$ cat src/rtl/cpu_pkg.sv
// rtl/cpu_pkg.sv - shared word-size constants and helpers for the fetch front end
package cpu_pkg;

  localparam int WORD_W      = 32;
  localparam int INSTR_BYTES = 4;
  localparam logic [WORD_W-1:0] RESET_PC_DEFAULT = 32'h0000_0000;

  // Instructions are word aligned; the low address bits carry no meaning.
  function automatic logic [WORD_W-1:0] word_align(input logic [WORD_W-1:0] addr);
    return {addr[WORD_W-1:2], 2'b00};
  endfunction

endpackage

$ cat src/rtl/sync_fifo.sv
// rtl/sync_fifo.sv - single-clock FIFO with flush, head look-ahead and occupancy count
module sync_fifo #(
  parameter int WIDTH = 32,
  parameter int DEPTH = 4
) (
  input  logic                     clk,
  input  logic                     rst,
  input  logic                     push,
  input  logic [WIDTH-1:0]         push_data,
  input  logic                     pop,
  input  logic                     flush,
  output logic [WIDTH-1:0]         head,
  output logic                     full,
  output logic                     empty,
  output logic [$clog2(DEPTH):0]   count
);

  localparam int AW = $clog2(DEPTH);

  logic [WIDTH-1:0] mem [DEPTH];
  logic [AW:0]      wr_ptr;
  logic [AW:0]      rd_ptr;

  // Pointers carry one extra wrap bit so full and empty are distinguishable.
  assign count = wr_ptr - rd_ptr;
  assign empty = (count == '0);
  assign full  = (count == (AW+1)'(DEPTH));
  assign head  = mem[rd_ptr[AW-1:0]];

  // Pointer update; flush discards all entries and wins over push/pop.
  always_ff @(posedge clk or posedge rst) begin
    if (rst) begin
      wr_ptr <= '0;
      rd_ptr <= '0;
    end else if (flush) begin
      wr_ptr <= '0;
      rd_ptr <= '0;
    end else begin
      if (push) wr_ptr <= wr_ptr + 1'b1;
      if (pop)  rd_ptr <= rd_ptr + 1'b1;
    end
  end

  // Storage write; contents need no reset since empty gates every reader.
  always_ff @(posedge clk) begin
    if (push && !flush) mem[wr_ptr[AW-1:0]] <= push_data;
  end

  assert property (@(posedge clk) disable iff (rst) !(push && full && !flush));
  assert property (@(posedge clk) disable iff (rst) !(pop && empty && !flush));

endmodule

$ cat src/rtl/fetch_queue.sv
// rtl/fetch_queue.sv - instruction fetch stage: PC, credit-limited issue, response queue, redirect
module fetch_queue
  import cpu_pkg::*;
#(
  parameter int                DEPTH    = 4,
  parameter logic [WORD_W-1:0] RESET_PC = RESET_PC_DEFAULT
) (
  input  logic              clk_i,
  input  logic              rst_i,
  output logic              req_valid_o,
  output logic [WORD_W-1:0] req_addr_o,
  input  logic              req_ready_i,
  input  logic              rsp_valid_i,
  input  logic [WORD_W-1:0] rsp_data_i,
  output logic              instr_valid_o,
  output logic [WORD_W-1:0] instr_o,
  output logic [WORD_W-1:0] pc_o,
  output logic [WORD_W-1:0] pc4_o,
  input  logic              instr_ready_i,
  input  logic              redirect_i,
  input  logic [WORD_W-1:0] redirect_pc_i
);

  localparam int CW = $clog2(DEPTH) + 1;

  logic [WORD_W-1:0]   fetch_pc;
  logic [CW-1:0]       occ;
  logic [CW-1:0]       out_cnt;
  logic [CW-1:0]       drop_cnt;
  logic [CW:0]         credit_used;
  logic [WORD_W-1:0]   tag_pc;
  logic [2*WORD_W-1:0] q_head;
  logic                q_full, q_empty, tag_full, tag_empty;
  logic                accept, drop_now, q_push, q_pop;

  // Queued entries plus in-flight requests may never exceed DEPTH, so a
  // response always has a slot waiting for it.
  assign credit_used = {1'b0, occ} + {1'b0, out_cnt};
  assign req_valid_o = !rst_i && !redirect_i && (credit_used < (CW+1)'(DEPTH));
  assign req_addr_o  = fetch_pc;
  assign accept      = req_valid_o && req_ready_i;

  // Responses to requests issued before a redirect are thrown away.
  assign drop_now = rsp_valid_i && (drop_cnt != '0);
  assign q_push   = rsp_valid_i && !drop_now && !redirect_i;
  assign q_pop    = instr_valid_o && instr_ready_i && !redirect_i;

  assign instr_valid_o = !q_empty;
  assign pc_o          = instr_valid_o ? q_head[2*WORD_W-1:WORD_W] : '0;
  assign instr_o       = instr_valid_o ? q_head[WORD_W-1:0] : '0;
  assign pc4_o         = instr_valid_o ? q_head[2*WORD_W-1:WORD_W] + WORD_W'(INSTR_BYTES) : '0;

  // Issued addresses in order; every response pops one, so its depth is the in-flight count.
  sync_fifo #(.WIDTH(WORD_W), .DEPTH(DEPTH)) u_tag_q (
    .clk       (clk_i),
    .rst       (rst_i),
    .push      (accept),
    .push_data (fetch_pc),
    .pop       (rsp_valid_i),
    .flush     (1'b0),
    .head      (tag_pc),
    .full      (tag_full),
    .empty     (tag_empty),
    .count     (out_cnt)
  );

  // Returned instructions with their PC, waiting for decode.
  sync_fifo #(.WIDTH(2*WORD_W), .DEPTH(DEPTH)) u_instr_q (
    .clk       (clk_i),
    .rst       (rst_i),
    .push      (q_push),
    .push_data ({tag_pc, rsp_data_i}),
    .pop       (q_pop),
    .flush     (redirect_i),
    .head      (q_head),
    .full      (q_full),
    .empty     (q_empty),
    .count     (occ)
  );

  // Fetch PC: a redirect restarts at the aligned target, an accepted request advances a word.
  always_ff @(posedge clk_i or posedge rst_i) begin
    if (rst_i)            fetch_pc <= RESET_PC;
    else if (redirect_i)  fetch_pc <= word_align(redirect_pc_i);
    else if (accept)      fetch_pc <= fetch_pc + WORD_W'(INSTR_BYTES);
  end

  // Drop counter: on redirect every survivor in flight becomes stale; a response
  // arriving in the redirect cycle itself is already discarded by the flush.
  always_ff @(posedge clk_i or posedge rst_i) begin
    if (rst_i)           drop_cnt <= '0;
    else if (redirect_i) drop_cnt <= out_cnt - CW'(rsp_valid_i);
    else if (drop_now)   drop_cnt <= drop_cnt - 1'b1;
  end

  assert property (@(posedge clk_i) disable iff (rst_i) !(rsp_valid_i && tag_empty));
  assert property (@(posedge clk_i) disable iff (rst_i) !(accept && tag_full));
  assert property (@(posedge clk_i) disable iff (rst_i) !(q_push && q_full));
  assert property (@(posedge clk_i) disable iff (rst_i) drop_cnt <= out_cnt);

endmodule

$ cat config.mk
export PLATFORM = sky130hd
export DESIGN_NAME = fetch_queue
export DESIGN_NICKNAME = d
export VERILOG_FILES = /design/src/rtl/cpu_pkg.sv /design/src/rtl/sync_fifo.sv /design/src/rtl/fetch_queue.sv
export SDC_FILE = /design/constraint.sdc
export NUM_CORES = 1
export LEC_CHECK = 0
export ABC_AREA = 1
export CELL_PAD_IN_SITES_DETAIL_PLACEMENT = 0
export CELL_PAD_IN_SITES_GLOBAL_PLACEMENT = 1
export CORE_ASPECT_RATIO = 1.75
export CORE_MARGIN = 2
export CORE_UTILIZATION = 45
export DETAILED_ROUTE_END_ITERATION = 8
export PLACE_DENSITY = 0.86
export RECOVER_POWER = 50
export SLEW_MARGIN = 30
export SYNTH_ARGS = -nofsm -noshare
export SYNTH_HDL_FRONTEND = slang
export SYNTH_SLANG_ARGS = --single-unit
$ cat constraint.sdc
create_clock -name clk_i -period 5.55 [get_ports clk_i]
set_input_delay 1.3875 -clock clk_i [delete_from_list [all_inputs] [get_ports clk_i]]
set_output_delay 1.3875 -clock clk_i [all_outputs]
set_load 0.01 [all_outputs]
==> reports/qor.csv, run 1 <==
metric;value;unit
outcome;finished with violations;
violations;max-capacitance violations, max-slew violations;
wirelength;45300;µm
power.density;555;nW/µm²
antennaDiodeCount;0;
core-area;41500;µm²
internal_power;7.67;mW
cts_tree;built;
layout_commonest_cell;nand2_1;
end_kind;primary output;
synth_cell_type_count;36;
cts_setup_buffers;0;
fin_area;22500;µm²
setup-tns-final;0;ns
htreeDepth;2;
synth-seq-cells;413;
place_area;21300;µm²
grt_pass1_wl;70500;µm
cp.required;4.16;ns
fillerInstances;3545;
setup.worst_path.class;flop to primary output;
final_nets;2133;
area_growth;19.3;%
yosysSeqAreaShare;0.645;
fin_util;0.543;
yosys_warnings;0;
ctsResizeCount;0;
place_inst;2557;
final_cell_mix;522 x nand2_1, 368 x edfxtp_1, 216 x nor2_1, 156 x o21ai_0, 148 x inv_1;
via_count;13700;
routedWlPerCell;17.3;µm
p_leak;8.81;nW
hold_slack;0.497;ns
power_frac_comb;0.460;
synth_edf_count;368;
die_h;275;µm
cp-start-kind;flop;
maxSlewHeadroom;-0.739;
gp_congestion;0.884;
cts-buffers-inserted;37;
drv_slew;173;
cts_hold_buf;0;
clkTransAtPathRegs;0.06;ns
syn_area_per_cell;10.1;µm²
max-vdd-ir-drop;0.350;mV
antenna_found_initial;0;
grt_pass1_vias;13500;
dieArea;43700;µm²
die_w;159;µm
power_frac_clock;0.206;
worstMarginPinSlew;2.61;ns
power_frac_seq;0.334;
finalHoldViolCount;0;
row_count;99;
place_hpwl;29700;µm
fmax;189;MHz
first_pass_iters;5;
fin_skew;0.0207;ns
p_sw;4.82;mW
grtUsageTotal;0.205;
cp.arrival;3.90;ns
finalSetupViolations;0;
portBuffers;191;
grt_overflow;0;
clk_latency;0.55;ns
rsz0062_at_grt;no;
drive_gt1_frac;0.0595;
ant_nets;0;
cap_viol_max_count;3;
cts-root-buf;clkbuf_16;
num_io_pins;200;
hold_path.class;flop to flop;
p_sw_frac;0.386;
reg2reg_from;u_tag_q.rd_ptr[0];
viasPerCell;5.22;
cts_num_sinks;413;
grt_max_degree;99;
initial_core_util;0.455;
drt_iter0_drc;911;
final_cells;2622;
cts.path.max_buffers;3;
path_max_fanout;98;
synth_area;18900;µm²
drc;0;
synth_flop_cell;edfxtp_1;
async_reset_ff_frac;0.109;
post-route-period-util;0.952;
min_period;5.28;ns
synth_cells;1870;
crit_start;u_instr_q.rd_ptr[0];
hp-start;u_tag_q.wr_ptr[2];
## power groups by stage
stage | Clock (mW) | Sequential (mW) | Combinational [mW]
after floorplan | 0 | 4.15 | 3.26
after global placement | 0 | 4.21 | 5.67
after detailed placement | 0 | 4.23 | 5.79
after CTS | 2.63 | 4.17 | 5.81
after global routing | 2.75 | 4.20 | 6.35
final | 2.58 | 4.17 | 5.75
## critical path, stage by stage, from the launching register on
cell and delay, ns:
dfrtp_4 0.72, buf_12 0.43, nand2_1 0.13, nand2_1 0.09, nand2_1 0.05, nand2_1 0.17
nand2_2 0.10, nor2_1 0.33, nand2_1 0.21, nor2_1 0.14, nor2_1 0.05, nor2_1 0.29
clkdlybuf4s50_1 0.61
## synthesized netlist by cell type (3+ instances only)
cell      number  share of area
nor2_2         6         0.0020
inv_2          3        0.00060
buf_4         11         0.0044
nor2_4         6         0.0036
o21ai_0      156          0.041
nor3_1        10         0.0027
buf_1          7         0.0014
buf_2         27         0.0072
xnor2_1        8         0.0037
nand3_1      103          0.027
nand4_1        8         0.0027
xor2_1        22          0.010
buf_6          8         0.0048
nand2_1      523           0.10
inv_1        151          0.030
nand2_2       12         0.0040
clkbuf_1      41         0.0082
o22ai_1       63          0.021
edfxtp_1     368           0.59
a21oi_1       15         0.0040
dfrtp_1       45          0.060
o211ai_1      19         0.0076
ha_1          20          0.013
nor2_1       224          0.045
## layout make-up
cell class                      count  area [µm²]  share of cell area
Clock buffer                       44         995              0.0442
Clock inverter                     21         215             0.00955
Inverter                          155         587              0.0261
Multi-Input combinational cell   1213        5690               0.252
Sequential cell                   413       12200               0.541
Tap cell                          555         694              0.0308
Timing Repair Buffer              221        2160              0.0960
## worst paths after layout
check	end	slack, ns	cells after the start
max	pc4_o[27]	0.27	12
min	u_tag_q.wr_ptr[2]	0.50	1
max reg2reg	u_instr_q.mem[1][45]	0.49	5
min reg2reg	u_tag_q.wr_ptr[2]	0.50	1
max in group asynchronous	u_instr_q.rd_ptr[0]	1.48	3
min in group asynchronous	drop_cnt[0]	2.29	3
## per-layer routing
layer / vias to the layer above / part of all wire / GRT usage
met1: 6523 / 0.37 / 0.222
met5: - / 0 / 0
li1: 6622 / - / -
met2: 437 / 0.55 / 0.403
met3: 93 / 0.048 / 0.0262
met4: 0 / 0.032 / 0.0787
## registers in the layout (all words and copies together) (netlist names)
| name | count |
|---|---|
| drop_cnt | 3 |
| req_addr_o | 30 |
| u_instr_q.mem | 248 |
| u_instr_q.rd_ptr | 3 |
| u_instr_q.wr_ptr | 3 |
| u_tag_q.mem | 120 |
| u_tag_q.rd_ptr | 3 |
| u_tag_q.wr_ptr | 3 |
## logic make-up after synthesis
family                   count (synthesis)  share of synthesized area
other                                    1                   0.000199
buffers and inverters                  249                     0.0570
flip-flops                             413                      0.645
AO/OA/AOI/OAI                          259                     0.0762
XOR/XNOR                                30                     0.0139
adder cells (fa/ha/maj)                 22                     0.0154
AND/OR/NAND/NOR                        896                      0.192
## metrics by stage
step,setup WS [ns],total power [mW]
3_5_place_dp,0.797,10.0
5_1_grt,0.0525,13.3
4_1_cts,0.202,12.6
3_3_place_gp,0.858,9.89
2_1_floorplan,0.526,7.41
6_report,0.267,12.5
No activity file was read; power rests on OpenSTA's default activity.
==> run 2: changes to the inputs <==
--- a/config.mk
+++ b/config.mk
@@ -10,9 +10,11 @@
 export CELL_PAD_IN_SITES_GLOBAL_PLACEMENT = 1
 export CORE_ASPECT_RATIO = 1.75
 export CORE_MARGIN = 2
-export CORE_UTILIZATION = 45
+export CORE_UTILIZATION = 46
+export CTS_BUF_LIST = sky130_fd_sc_hd__clkbuf_8
+export CTS_CLUSTER_SIZE = 12
 export DETAILED_ROUTE_END_ITERATION = 8
-export PLACE_DENSITY = 0.86
+export PLACE_DENSITY = 0.87
 export RECOVER_POWER = 50
 export SLEW_MARGIN = 30
 export SYNTH_ARGS = -nofsm -noshare
==> run 2 against run 1 <==
Net effect:
- the flow still finishes with violations (max-capacitance violations, max-slew violations)
- clock skew up 0.0087 ns
- critical path depth up 1
- via count down 1.2%
- first-iteration DRC count down 0.66%
- critical path type unchanged
- largest power group unchanged
==> reports/qor.csv, run 2 (synthesized netlist as in run 1, its figures left out) <==
metric;value;unit;change
core-area;40700;µm²;-1.9%
first_pass_iters;7;;+2
final_cell_mix;522 x nand2_1, 368 x edfxtp_1, 216 x nor2_1, 159 x inv_1, 157 x clkdlybuf4s50_1;;
grt_pass1_vias;13600;;+0.27%
clk_latency;0.62;ns;+0.07 ns
cap_viol_max_count;3;;unchanged
area_growth;19.3;%;about the same
grt_max_degree;72;;-27%
num_io_pins;200;;unchanged
min_period;5.23;ns;-0.0537 ns
ctsResizeCount;0;;unchanged
fin_skew;0.0295;ns;+0.00873 ns
fmax;191;MHz;+1.0%
hold_path.class;flop to flop;;
initial_core_util;0.464;;+0.00879
worstMarginPinSlew;2.65;ns;+0.0389 ns
viasPerCell;5.09;;-2.5%
clkTransAtPathRegs;0.06;ns;about the same
reg2reg_from;u_tag_q.rd_ptr[0];;
drive_gt1_frac;0.0717;;+0.0122
die_w;157;µm;-1.1%
finalHoldViolCount;0;;unchanged
row_count;98;;-1.0%
drt_iter0_drc;905;;-0.66%
routedWlPerCell;16.5;µm;-4.5%
finalSetupViolations;0;;unchanged
setup.worst_path.class;flop to primary output;;
cts_hold_buf;0;;unchanged
grt_pass1_wl;68900;µm;-2.3%
dieArea;42700;µm²;-2.1%
violations;max-capacitance violations, max-slew violations;;
holdPathStages;1;;unchanged
cts-buffers-inserted;57;;+54%
outcome;finished with violations;;
layout_commonest_cell;nand2_1;;
gp_congestion;0.871;;-1.4%
drc;0;;unchanged
cp.arrival;3.84;ns;-0.06 ns
grt_overflow;0;;unchanged
max-vdd-ir-drop;0.312;mV;-11%
final_nets;2153;;+0.94%
fin_util;0.553;;+0.0105
post-route-period-util;0.942;;-0.00968
antenna_found_initial;2;;+2
power.density;546;nW/µm²;-1.5%
via_count;13500;;-1.2%
cp-start-kind;flop;;
largest_reg_flops;248;;unchanged
cts-root-buf;clkbuf_8;;
grtUsageTotal;0.206;;+0.000963
path_max_fanout;71;;-28%
cts_setup_buffers;0;;unchanged
end_kind;primary output;;
cts_num_sinks;413;;unchanged
drv_slew;173;;unchanged
crit_start;u_instr_q.rd_ptr[0];;
maxSlewHeadroom;-0.765;;-0.0259
cp.required;4.16;ns;about the same
htreeDepth;2;;unchanged
hp-start;u_tag_q.wr_ptr[2];;
rsz0062_at_grt;no;;
setup-tns-final;0;ns;unchanged
reg2regPathDepth;5;;unchanged
die_h;272;µm;-1.1%
wirelength;43800;µm;-3.2%
regToRegSetupSlack;1.47;ns;+0.98 ns
cts_tree;built;;
p_leak;8.88;nW;+0.82%
portBuffers;191;;unchanged
ant_nets;0;;unchanged
cts.path.max_buffers;3;;unchanged
place_hpwl;28700;µm;-3.3%
-- run 2: cell types whose count changed in the layout (fill, tap and decap cells not counted), moves of 2 or more --
cell	before	now
dlygate4sd3_1	44	34
clkinv_2	5	10
clkbuf_1	7	2
clkbuf_8	0	63
clkinv_1	9	13
diode_2	0	2
clkinvlp_4	2	0
clkdlybuf4s50_1	147	157
clkbuf_16	39	0
inv_6	3	1
inv_1	148	159
bufinv_16	4	6
-- run 2: worst max-delay path, stage by stage, from the launching register on --
cell             delay, ns
dfrtp_4               0.52
inv_6                 0.39
nand2_1               0.14
nand2_1               0.10
nand2_1               0.06
nand2_2               0.09
ha_1                  0.19
nand2_1               0.09
nor2_2                0.16
nand2_1               0.17
nor2_1                0.38
a21oi_1               0.12
nor2_1                0.22
clkdlybuf4s50_1       0.58
-- run 2: stage by stage --
step                      instances  power, mW  hold slack [ns]  setup slack [ns]  cell area, µm²
final                          2657       12.3            0.490             0.320           22500
after global routing           2657       13.1            0.507            0.0386           22500
after CTS                      2655       12.4            0.490             0.107           22500
after detailed placement       2552       9.98            0.480             0.785           21300
after global placement         2551       9.86            0.477             0.820           21300
after floorplan                1875       7.41            0.462             0.526           18900
-- run 2: layout make-up --
type | count | area, µm²
tap | 550 | 688
multi-input combinational | 1213 | 5690
timing repair buffer | 221 | 2160
fill | 3546 | 18200
antenna | 2 | 5.00
sequential | 413 | 12200
clock inverter | 40 | 345
clock buffer | 63 | 867
inverter | 155 | 587
-- run 2: layer usage --
layer  track usage  routed length [µm]
met1         0.226               16600
met2         0.388               23500
met3        0.0280                1990
met4        0.0945                1780
met5             0                   0
-- run 2: worst paths after layout --
path / to
setup / recovery: pc4_o[28]
hold / removal: u_tag_q.wr_ptr[2]
setup reg to reg: u_instr_q.mem[2][58]
hold reg to reg: u_tag_q.wr_ptr[2]
max in group asynchronous: u_instr_q.rd_ptr[0]
min in group asynchronous: drop_cnt[2]
-- run 2: power by group --
group	switching, mW	total [mW]	leakage (nW)	internal [mW]
clock	1.09	2.42	0.667	1.33
sequential	0.235	4.13	3.87	3.89
combinational	3.45	5.76	4.34	2.31
==> run 3: changes to the inputs <==
--- a/config.mk
+++ b/config.mk
@@ -16,7 +16,7 @@
 export DETAILED_ROUTE_END_ITERATION = 8
 export PLACE_DENSITY = 0.87
 export RECOVER_POWER = 50
-export SLEW_MARGIN = 30
+export SLEW_MARGIN = 25
 export SYNTH_ARGS = -nofsm -noshare
 export SYNTH_HDL_FRONTEND = slang
 export SYNTH_SLANG_ARGS = --single-unit
==> run 3 against run 2 <==
Net effect:
- critical path type unchanged
- core utilization down 0.14 points
- sequential cell count unchanged
- register-to-register slack about the same
- wire length up 1.0%
- clock-buffer cell count up 1
- die area unchanged
- fmax down 0.39%
- via count up 0.50%
- critical endpoint unchanged
- sequential power about the same
- power down 0.56%
- the flow still finishes with violations (max-capacitance violations, max-slew violations)
==> reports/qor.csv, run 3 (synthesized netlist as in run 1, its figures left out) <==
metric;value;unit;change
finalSetupViolations;0;;unchanged
clkTransAtPathRegs;0.07;ns;about the same
hold_slack;0.492;ns;+0.00248 ns
place_hpwl;28500;µm;-0.54%
drt_iter0_drc;835;;-7.7%
first_pass_iters;7;;unchanged
cp-start-kind;flop;;
row_count;98;;unchanged
drc;0;;unchanged
grt_overflow;0;;unchanged
die_h;272;µm;unchanged
cts.path.max_buffers;3;;unchanged
grt_pass1_vias;13500;;-0.28%
cts_num_sinks;413;;unchanged
antenna_found_initial;2;;unchanged
cts-root-buf;clkbuf_8;;
power.density;545;nW/µm²;-0.31%
portBuffers;191;;unchanged
path_max_fanout;71;;unchanged
die_w;157;µm;unchanged
num_io_pins;200;;unchanged
core-area;40700;µm²;unchanged
met2WireLength;23900;µm;+1.6%
hp-start;u_tag_q.wr_ptr[2];;
top_layer_used;met4;;
grt_max_degree;72;;unchanged
htreeDepth;2;;unchanged
via_count;13600;;+0.50%
drv_slew;173;;unchanged
final_nets;2153;;unchanged
cp.required;4.16;ns;about the same
critical_path.top_delay_family;simple AND/OR/NAND/NOR gates;;
reg2reg_from;u_tag_q.rd_ptr[0];;
wl_met1;16500;µm;-0.62%
drive_gt1_frac;0.0716;;-0.000136
grt_pass1_wl;69300;µm;+0.56%
clk_latency;0.62;ns;about the same
setup.worst_path.class;flop to primary output;;
cp_cell_sequence;inv_6 > nand2_1 > nand2_1 > nand2_1 > nand2_2 > ha_1 > nand2_1 > nor2_2 > nand2_1 > nor2_1 > a21oi_1 > nor2_1 > clkdlybuf4s50_1;;
largest_reg_flops;248;;unchanged
max-vdd-ir-drop;0.359;mV;+15%
layout_commonest_cell;nand2_1;;
path_common_cell;nand2_1;;
viasPerCell;5.10;;+0.34%
cts_tree;built;;
cpPeakStageDelay;0.58;ns;about the same
min_period;5.25;ns;+0.0204 ns
cp.arrival;3.86;ns;+0.02 ns
final_cell_mix;522 x nand2_1, 368 x edfxtp_1, 216 x nor2_1, 160 x inv_1;;
end_kind;primary output;;
area_growth;19.0;%;
wirelength;44300;µm;+1.0%
hold_path.class;flop to flop;;
routedWlPerCell;16.6;µm;+0.90%
worstMarginPinSlew;2.70;ns;+0.0533 ns
initial_core_util;0.464;;unchanged
grtUsageTotal;0.207;;+0.00105
rsz0062_at_grt;no;;
cap_viol_max_count;3;;unchanged
crit_start;u_instr_q.rd_ptr[0];;
crit_buf_inv;2;;unchanged
cts-buffers-inserted;58;;+1.8%
outcome;finished with violations;;
maxSlewHeadroom;-0.801;;-0.0355
fmax;190;MHz;-0.39%
finalHoldViolCount;0;;unchanged
p_leak;8.86;nW;-0.17%
gp_congestion;0.871;;unchanged
violations;max-capacitance violations, max-slew violations;;
cts_setup_buffers;0;;unchanged
ant_nets;0;;unchanged
dieArea;42700;µm²;unchanged
fin_skew;0.0278;ns;-0.00163 ns
crit_slowest_cell;clkdlybuf4s50_1;;
routed-wl-met3;2270;µm;+14%
post-route-period-util;0.946;;+0.00367
fillerInstances;3545;;-0.028%
setup-tns-final;0;ns;unchanged
## run 3: cell types whose count changed in the layout (fill, tap and decap cells not counted), moves of 2 or more
cell / before / now
buf_6: 3 / 1
clkinv_1: 13 / 16
buf_4: 21 / 23
bufinv_16: 6 / 4
## run 3: power by group
part / total (mW) / switching (mW) / internal [mW]
Clock: 2.37 / 1.12 / 1.25
Combinational: 5.74 / 3.44 / 2.30
Sequential: 4.13 / 0.234 / 3.89
## run 3: final timing paths
path | depth (start not counted) | slack (ns) | endpoint
setup reg to reg | 5 | 1.46 | u_instr_q.mem[1][58]
hold reg to reg | 1 | 0.49 | u_tag_q.wr_ptr[2]
hold / removal | 1 | 0.49 | u_tag_q.wr_ptr[2]
max in group asynchronous | 3 | 1.40 | u_instr_q.rd_ptr[0]
min in group asynchronous | 3 | 2.27 | drop_cnt[0]
setup / recovery | 13 | 0.30 | pc4_o[28]
## run 3: per-stage QoR
| step | instances | util | area (µm²) | setup slack [ns] | total power, mW |
|---|---|---|---|---|---|
| floorplan | 1875 | - | 18900 | 0.526 | 7.41 |
| detailed placement | 2551 | 0.523 | 21300 | 0.784 | 9.97 |
| global placement | 2551 | 0.523 | 21300 | 0.820 | 9.86 |
| global route | 2661 | 0.552 | 22500 | 0.0346 | 13.1 |
| CTS | 2659 | 0.552 | 22500 | 0.0891 | 12.4 |
| finish | 2661 | 0.552 | 22500 | 0.300 | 12.2 |
## run 3: area by class of cell
| type | count | area [µm²] | share of cell area |
|---|---|---|---|
| antenna | 2 | 5.00 | 0.000223 |
| sequential | 413 | 12200 | 0.542 |
| clock inverter | 44 | 302 | 0.0134 |
| clock buffer | 64 | 881 | 0.0392 |
| multi-input combinational | 1213 | 5690 | 0.253 |
| inverter | 155 | 587 | 0.0261 |
| tap | 550 | 688 | 0.0306 |
| timing repair buffer | 220 | 2130 | 0.0950 |
## run 3: layer usage
layer | up-vias | track usage
met3 | 97 | 0.0298
met1 | 6390 | 0.224
met2 | 405 | 0.393
met5 | - | 0
li1 | 6686 | -
met4 | 0 | 0.0921
## run 3: repair_timing
item                                    CTS  global route
hold buffers                              0             0
gates resized for setup                   0             1
endpoints found under the setup margin    0             3
hold endpoints to repair                  0             0
## run 3: worst reg2reg max path, cell delays in order (launching register included)
cell and delay, ns:
dfrtp_1 0.36, clkbuf_1 1.82, clkinv_1 0.27, clkbuf_2 0.69
o21ai_0 0.45, o22ai_1 0.20
